### src/rtl/rf_wb_arbiter_if.sv
// Write-back bus between producers/issue stage and the register-file write arbiter.
// Handshake: a request is accepted on a rising edge where req_valid[i] & req_ready[i]; req_valid must not depend on req_ready.
interface rf_wb_arbiter_if #(
  parameter int NREQ = 3
);
  localparam int IDX_W = (NREQ > 1) ? $clog2(NREQ) : 1;

  logic [NREQ-1:0]        req_valid;
  logic [NREQ-1:0][4:0]   req_rd;
  logic [NREQ-1:0][63:0]  req_data;
  logic [NREQ-1:0]        req_ready;
  logic                   hold;
  logic                   resv_valid;
  logic [4:0]             resv_rd;
  logic                   reg_w_ctrl;
  logic [4:0]             reg_w;
  logic [63:0]            w_data;
  logic [31:0]            busy;
  logic [IDX_W-1:0]       grant_idx;
  logic [IDX_W-1:0]       dbg_ptr;

  modport master (
    output req_valid, req_rd, req_data, hold, resv_valid, resv_rd,
    input  req_ready, reg_w_ctrl, reg_w, w_data, busy, grant_idx, dbg_ptr
  );

  modport slave (
    input  req_valid, req_rd, req_data, hold, resv_valid, resv_rd,
    output req_ready, reg_w_ctrl, reg_w, w_data, busy, grant_idx, dbg_ptr
  );
endinterface

### src/rtl/rf_wb_arbiter.sv
// Round-robin write-back arbiter with a registered register-file write stage
// and a busy-bit scoreboard of destinations that still have a producer in flight.
module rf_wb_arbiter #(
  parameter int NREQ = 3
) (
  input  logic         clk,
  input  logic         rst,
  rf_wb_arbiter_if.slave bus
);
  localparam int IDX_W = (NREQ > 1) ? $clog2(NREQ) : 1;

  logic [IDX_W-1:0] ptr_q, ptr_d;
  logic [IDX_W-1:0] grant_idx_q, grant_idx_d;
  logic             wctrl_q, wctrl_d;
  logic [4:0]       wrd_q, wrd_d;
  logic [63:0]      wdata_q, wdata_d;
  logic [31:0]      busy_q, busy_d;

  logic [NREQ-1:0]  win;
  logic [IDX_W-1:0] win_idx;
  logic             found;
  logic             accept;

  // Two passes: indices at or above ptr first, then the wrapped-around ones.
  always_comb begin
    win     = '0;
    win_idx = '0;
    found   = 1'b0;
    for (int i = 0; i < NREQ; i++) begin
      if (!found && bus.req_valid[i] && (IDX_W'(i) >= ptr_q)) begin
        found   = 1'b1;
        win[i]  = 1'b1;
        win_idx = IDX_W'(i);
      end
    end
    for (int i = 0; i < NREQ; i++) begin
      if (!found && bus.req_valid[i]) begin
        found   = 1'b1;
        win[i]  = 1'b1;
        win_idx = IDX_W'(i);
      end
    end
  end

  assign bus.req_ready = win & {NREQ{~bus.hold & rst}};
  assign accept        = found & ~bus.hold & rst;

  always_comb begin
    ptr_d       = ptr_q;
    grant_idx_d = grant_idx_q;
    wctrl_d     = 1'b0;
    wrd_d       = wrd_q;
    wdata_d     = wdata_q;
    if (accept) begin
      ptr_d       = (win_idx == IDX_W'(NREQ - 1)) ? '0 : win_idx + IDX_W'(1);
      grant_idx_d = win_idx;
      wrd_d       = bus.req_rd[win_idx];
      wdata_d     = bus.req_data[win_idx];
      wctrl_d     = (bus.req_rd[win_idx] != 5'd0);
    end
  end

  // Reservation is applied after the write-back clear so a same-cycle re-reserve keeps the bit.
  always_comb begin
    busy_d = busy_q;
    if (wctrl_q) begin
      busy_d[wrd_q] = 1'b0;
    end
    if (bus.resv_valid && (bus.resv_rd != 5'd0)) begin
      busy_d[bus.resv_rd] = 1'b1;
    end
    busy_d[0] = 1'b0;
  end

  always_ff @(posedge clk or negedge rst) begin
    if (!rst) begin
      ptr_q       <= '0;
      grant_idx_q <= '0;
      wctrl_q     <= 1'b0;
      wrd_q       <= 5'd0;
      wdata_q     <= 64'd0;
      busy_q      <= 32'd0;
    end else begin
      ptr_q       <= ptr_d;
      grant_idx_q <= grant_idx_d;
      wctrl_q     <= wctrl_d;
      wrd_q       <= wrd_d;
      wdata_q     <= wdata_d;
      busy_q      <= busy_d;
    end
  end

  assign bus.reg_w_ctrl = wctrl_q;
  assign bus.reg_w      = wrd_q;
  assign bus.w_data     = wdata_q;
  assign bus.busy       = busy_q;
  assign bus.grant_idx  = grant_idx_q;
  assign bus.dbg_ptr    = ptr_q;
endmodule
### src/flat_wrapper.sv
// flat-port wrapper written by rule: the top's interface ports become plain ports
module rf_wb_arbiter_flat 
#(
  parameter int NREQ = 3
)
  (clk, rst, bus_req_valid, bus_req_rd, bus_req_data, bus_hold, bus_resv_valid, bus_resv_rd, bus_req_ready, bus_reg_w_ctrl, bus_reg_w, bus_w_data, bus_busy, bus_grant_idx, bus_dbg_ptr);
  rf_wb_arbiter_if #(.NREQ(NREQ)) bus_i ();
  input  logic clk;
  input  logic rst;
  input wire logic [$bits(bus_i.req_valid)-1:0] bus_req_valid;
  input wire logic [$bits(bus_i.req_rd)-1:0] bus_req_rd;
  input wire logic [$bits(bus_i.req_data)-1:0] bus_req_data;
  input wire logic [$bits(bus_i.hold)-1:0] bus_hold;
  input wire logic [$bits(bus_i.resv_valid)-1:0] bus_resv_valid;
  input wire logic [$bits(bus_i.resv_rd)-1:0] bus_resv_rd;
  output wire logic [$bits(bus_i.req_ready)-1:0] bus_req_ready;
  output wire logic [$bits(bus_i.reg_w_ctrl)-1:0] bus_reg_w_ctrl;
  output wire logic [$bits(bus_i.reg_w)-1:0] bus_reg_w;
  output wire logic [$bits(bus_i.w_data)-1:0] bus_w_data;
  output wire logic [$bits(bus_i.busy)-1:0] bus_busy;
  output wire logic [$bits(bus_i.grant_idx)-1:0] bus_grant_idx;
  output wire logic [$bits(bus_i.dbg_ptr)-1:0] bus_dbg_ptr;
  assign bus_i.req_valid = bus_req_valid;
  assign bus_i.req_rd = bus_req_rd;
  assign bus_i.req_data = bus_req_data;
  assign bus_i.hold = bus_hold;
  assign bus_i.resv_valid = bus_resv_valid;
  assign bus_i.resv_rd = bus_resv_rd;
  assign bus_req_ready = bus_i.req_ready;
  assign bus_reg_w_ctrl = bus_i.reg_w_ctrl;
  assign bus_reg_w = bus_i.reg_w;
  assign bus_w_data = bus_i.w_data;
  assign bus_busy = bus_i.busy;
  assign bus_grant_idx = bus_i.grant_idx;
  assign bus_dbg_ptr = bus_i.dbg_ptr;
  rf_wb_arbiter #(.NREQ(NREQ)) u_core (.clk(clk), .rst(rst), .bus(bus_i));
endmodule
### config.mk
export PLATFORM = sky130hd
export DESIGN_NAME = rf_wb_arbiter_flat
export DESIGN_NICKNAME = d
export VERILOG_FILES = /design/src/rtl/rf_wb_arbiter_if.sv /design/src/rtl/rf_wb_arbiter.sv /design/src/flat_wrapper.sv
export SDC_FILE = /design/constraint.sdc
export NUM_CORES = 1
export LEC_CHECK = 0
export BUFFER_PORTS_ARGS = -buffer_cell sky130_fd_sc_hd__clkbuf_2
export CAP_MARGIN = 10
export CORE_AREA = 2 2 128 130
export CTS_CLUSTER_DIAMETER = 120
export CTS_CLUSTER_SIZE = 40
export DETAILED_ROUTE_END_ITERATION = 12
export DIE_AREA = 0 0 130 132
export HOLD_SLACK_MARGIN = 0.06
export MAX_ROUTING_LAYER = met4
export PLACE_DENSITY = 0.69
export SLEW_MARGIN = 10
export SYNTH_ARGS = -nofsm -noshare
export SYNTH_HDL_FRONTEND = slang
export SYNTH_SLANG_ARGS = --single-unit
### constraint.sdc
create_clock -name clk -period 2.2 [get_ports clk]
set_input_delay 0.44 -clock clk [delete_from_list [all_inputs] [get_ports clk]]
set_output_delay 0.44 -clock clk [all_outputs]
set_load 0.02 [all_outputs]
==> results.ini <==
[floorplanning]
rows = 46
io_pins = 328
dieArea_um2 = 17200
core_um2 = 15700
die_y_um = 132
start_util_pct = 33.1
die_x_um = 130

[grt]
grt_pass1_wl_um = 27100
grt_pass1_vias = 5061
grt_max_degree = 68
antenna_found_initial = 0
grt.total_usage_pct = 20.9
grt-busiest-layer = met2
use_met3_pct = 5.28
overflow = 0
met2_usage_pct = 34.4
grtUsageMet1_pct = 25.2

[critical_path]
worst-path-buf-inv = 1
r2r_end = u_core.bus.reg_w[1]
critPathMaxFanout = 7
cpMaxStageDelayCell = dfrtp_2
r2r_start = u_core.bus.dbg_ptr[0]
slowest_delay_ns = 0.47
startpoint_type = flip-flop
worst_ep_required_time_ns = 1.76
critPathKind = flip-flop to output pin
cp_top_family = flip-flops
worstPathCellList = nand2b_4 > a21oi_4 > nor2_4 > nor2_2 > clkbuf_2
cp-startpoint = u_core.bus.dbg_ptr[1]
ff2ff_setup_slack_ns = 0.38
arrival_ns = 1.61
reg2regPathDepth = 6
end_kind = output pin

[min_path]
hold_class = input pin to async pin

[layout]
drive_above_1_share_pct = 46.8
nets = 1017
layout_commonest_cell = clkbuf_2
area_growth_pct = 41.6
final_cell_mix = 325 x clkbuf_2, 103 x dfrtp_1, 67 x o21ai_1
final_cells = 1022

[sta]
fin_crit_sh_pct = 93.4
tightest_slew_ns = 0.798
slew_headroom_pct = 46.8
tns_ns = 0
min_period_ns = 2.05
rsz0062_at_grt = false
finalSetupViolCount = 0
fin_skew_ns = 0.0122
max_freq_mhz = 487
drv_slew = 0
finalHoldViolations = 0

[pwr]
p_int_mw = 4.44
design_power_total_mw = 7.30
p_clk_share_pct = 23.7
pwr-share-comb_pct = 36.7
vdd_drop_max_mv = 0.400
leakage_nw = 3.87
p_per_area_nw_per_um2 = 991
seqPwrFrac_pct = 39.6
p_switching_mw = 2.86
swShare_pct = 39.2

[flow_run]
maxCapViolations = 0

[cts]
cts_buffer_depth = 2
cts_tree = done
holdBufCountCts = 0
cts_sinks = 105
cts_max_level = 3
clock_insertion_delay_worst_skew_ns = 0.36
root_buffer = clkbuf_16
numCtsBuffers = 9
clkTransAtPathRegs_ns = 0.08

[placed_design]
gp_congestion = 0.938
hpwl_um = 13500
dpl.cell_count = 1002
port_buffers = 326

[routing]
initialDrtViolationCount = 308
drc = 0
wl_um = 17800
vias = 5160
wl_per_cell_um = 17.5
drt_first_pass_iters = 4
ant_nets = 0
via_per_inst = 5.05

[logic_synthesis]
synth_area_um2 = 5200
synthesis.nets = 705
ys_ff_latch = 105
synth-seq-area-share_pct = 50.5
synth_cell_types = 40
synthCells = 486
ys_warn_count = 0
avgSynthCellArea_um2 = 10.7

[outcome]
outcome = finished, final reports clean

[power by group through the flow]
stage / registers (mW) / logic (mW) / clock network [mW]
after floorplan: 3.52 / 0.963 / 0
after global placement: 2.91 / 2.66 / 0
after detailed placement: 2.90 / 2.70 / 0
after CTS: 2.88 / 2.70 / 1.78
after global routing: 2.96 / 2.93 / 1.85
final: 2.89 / 2.68 / 1.73
[stage by stage]
stage                     area, um2  hold slack, ns  util [%]  worst slack [ns]
after floorplan                5200           0.144         -             0.198
after detailed placement       7020           0.472      44.7             0.210
after global placement         7020           0.460      44.7             0.240
after CTS                      7350           0.182      46.8            0.0172
final                          7370           0.172      46.9             0.145
after global routing           7360           0.226      46.8            0.0622
[cells in the mapped netlist, drive strengths merged]
master / number / area [um2]
o21ai: 131 / 656
dfrtp: 105 / 2630
a22oi: 65 / 488
mux2i: 64 / 641
buf: 23 / 180
clkbuf: 14 / 52.6
nand2: 13 / 48.8
nand3b: 10 / 75.1
nor2: 10 / 57.6
a21oi: 9 / 60.1
or3b: 5 / 43.8
nand2b: 4 / 32.5
nand3: 4 / 20.0
or3: 4 / 25.0
a21boi: 3 / 22.5
a21o: 3 / 22.5
a22o: 2 / 17.5
mux2: 2 / 22.5
nor3: 2 / 10.0
o21bai: 2 / 15.0
or2: 2 / 12.5
a31oi: 1 / 6.26
a41oi: 1 / 8.76
conb: 1 / 3.75
nor2b: 1 / 6.26
nor4b: 1 / 8.76
o211a: 1 / 10.0
o211ai: 1 / 12.5
o2bb2ai: 1 / 8.76
o32a: 1 / 10.0
[flip-flops by register name, indices dropped and copies added (netlist names)]
signal / flops
u_core.bus.w_data: 64
u_core.bus.busy: 31
u_core.bus.reg_w: 5
u_core.bus.dbg_ptr: 2
u_core.bus.grant_idx: 2
u_core.bus.reg_w_ctrl: 1
[worst max path at each step]
stage | cells after the start | endpoint | slack, ns
5_1_grt | 4 | bus_req_ready[0] | 0.06
6_report | 5 | bus_req_ready[2] | 0.15
3_3_place_gp | 7 | u_core.bus.w_data[39] | 0.24
2_1_floorplan | 7 | bus_req_ready[2] | 0.20
3_5_place_dp | 7 | u_core.bus.w_data[39] | 0.21
4_1_cts | 5 | bus_req_ready[2] | 0.02
[metal layers]
metal  share of wire (%)  wire length (um)
met3                 7.8              1390
met4                 1.1               201
met1                  42              7420
met5                   0                 0
met2                  50              8830
[area by class of cell]
type / instances / area, um2
clock inverter: 7 / 100
fill: 1543 / 8340
antenna: 3 / 7.51
tap: 216 / 270
clock buffer: 9 / 225
multi-input combinational: 344 / 2360
timing repair buffer: 338 / 1770
sequential: 105 / 2630
[worst register-to-register path, stage by stage (launching register included)]
cell and delay (ns):
dfrtp_2 0.50, nand2b_4 0.13, a21oi_4 0.07, buf_4 0.16, or3_1 0.36, a22o_1 0.23
mux2_2 0.26
[cells by family (layout without fill, tap and decap cells)]
family          after synthesis  count (layout)  share of synthesized area (%)
compound gates              221             221                           25.7
flops                       105             105                           50.5
mux                          66              66                           12.7
simple gates                 56              56                           6.54
buf+inv                      37             354                           4.47
other cells                   1               4                         0.0720
[timing repair]
| item | in CTS | in global routing |
|---|---|---|
| endpoints found under the hold margin | 0 | 0 |
| endpoints found under the setup margin | 2 | 2 |
| gates resized for setup | 2 | 2 |
| buffers inserted | 0 | 1 |
| pin swaps | 0 | 1 |
(Power assumes the default switching activity.)
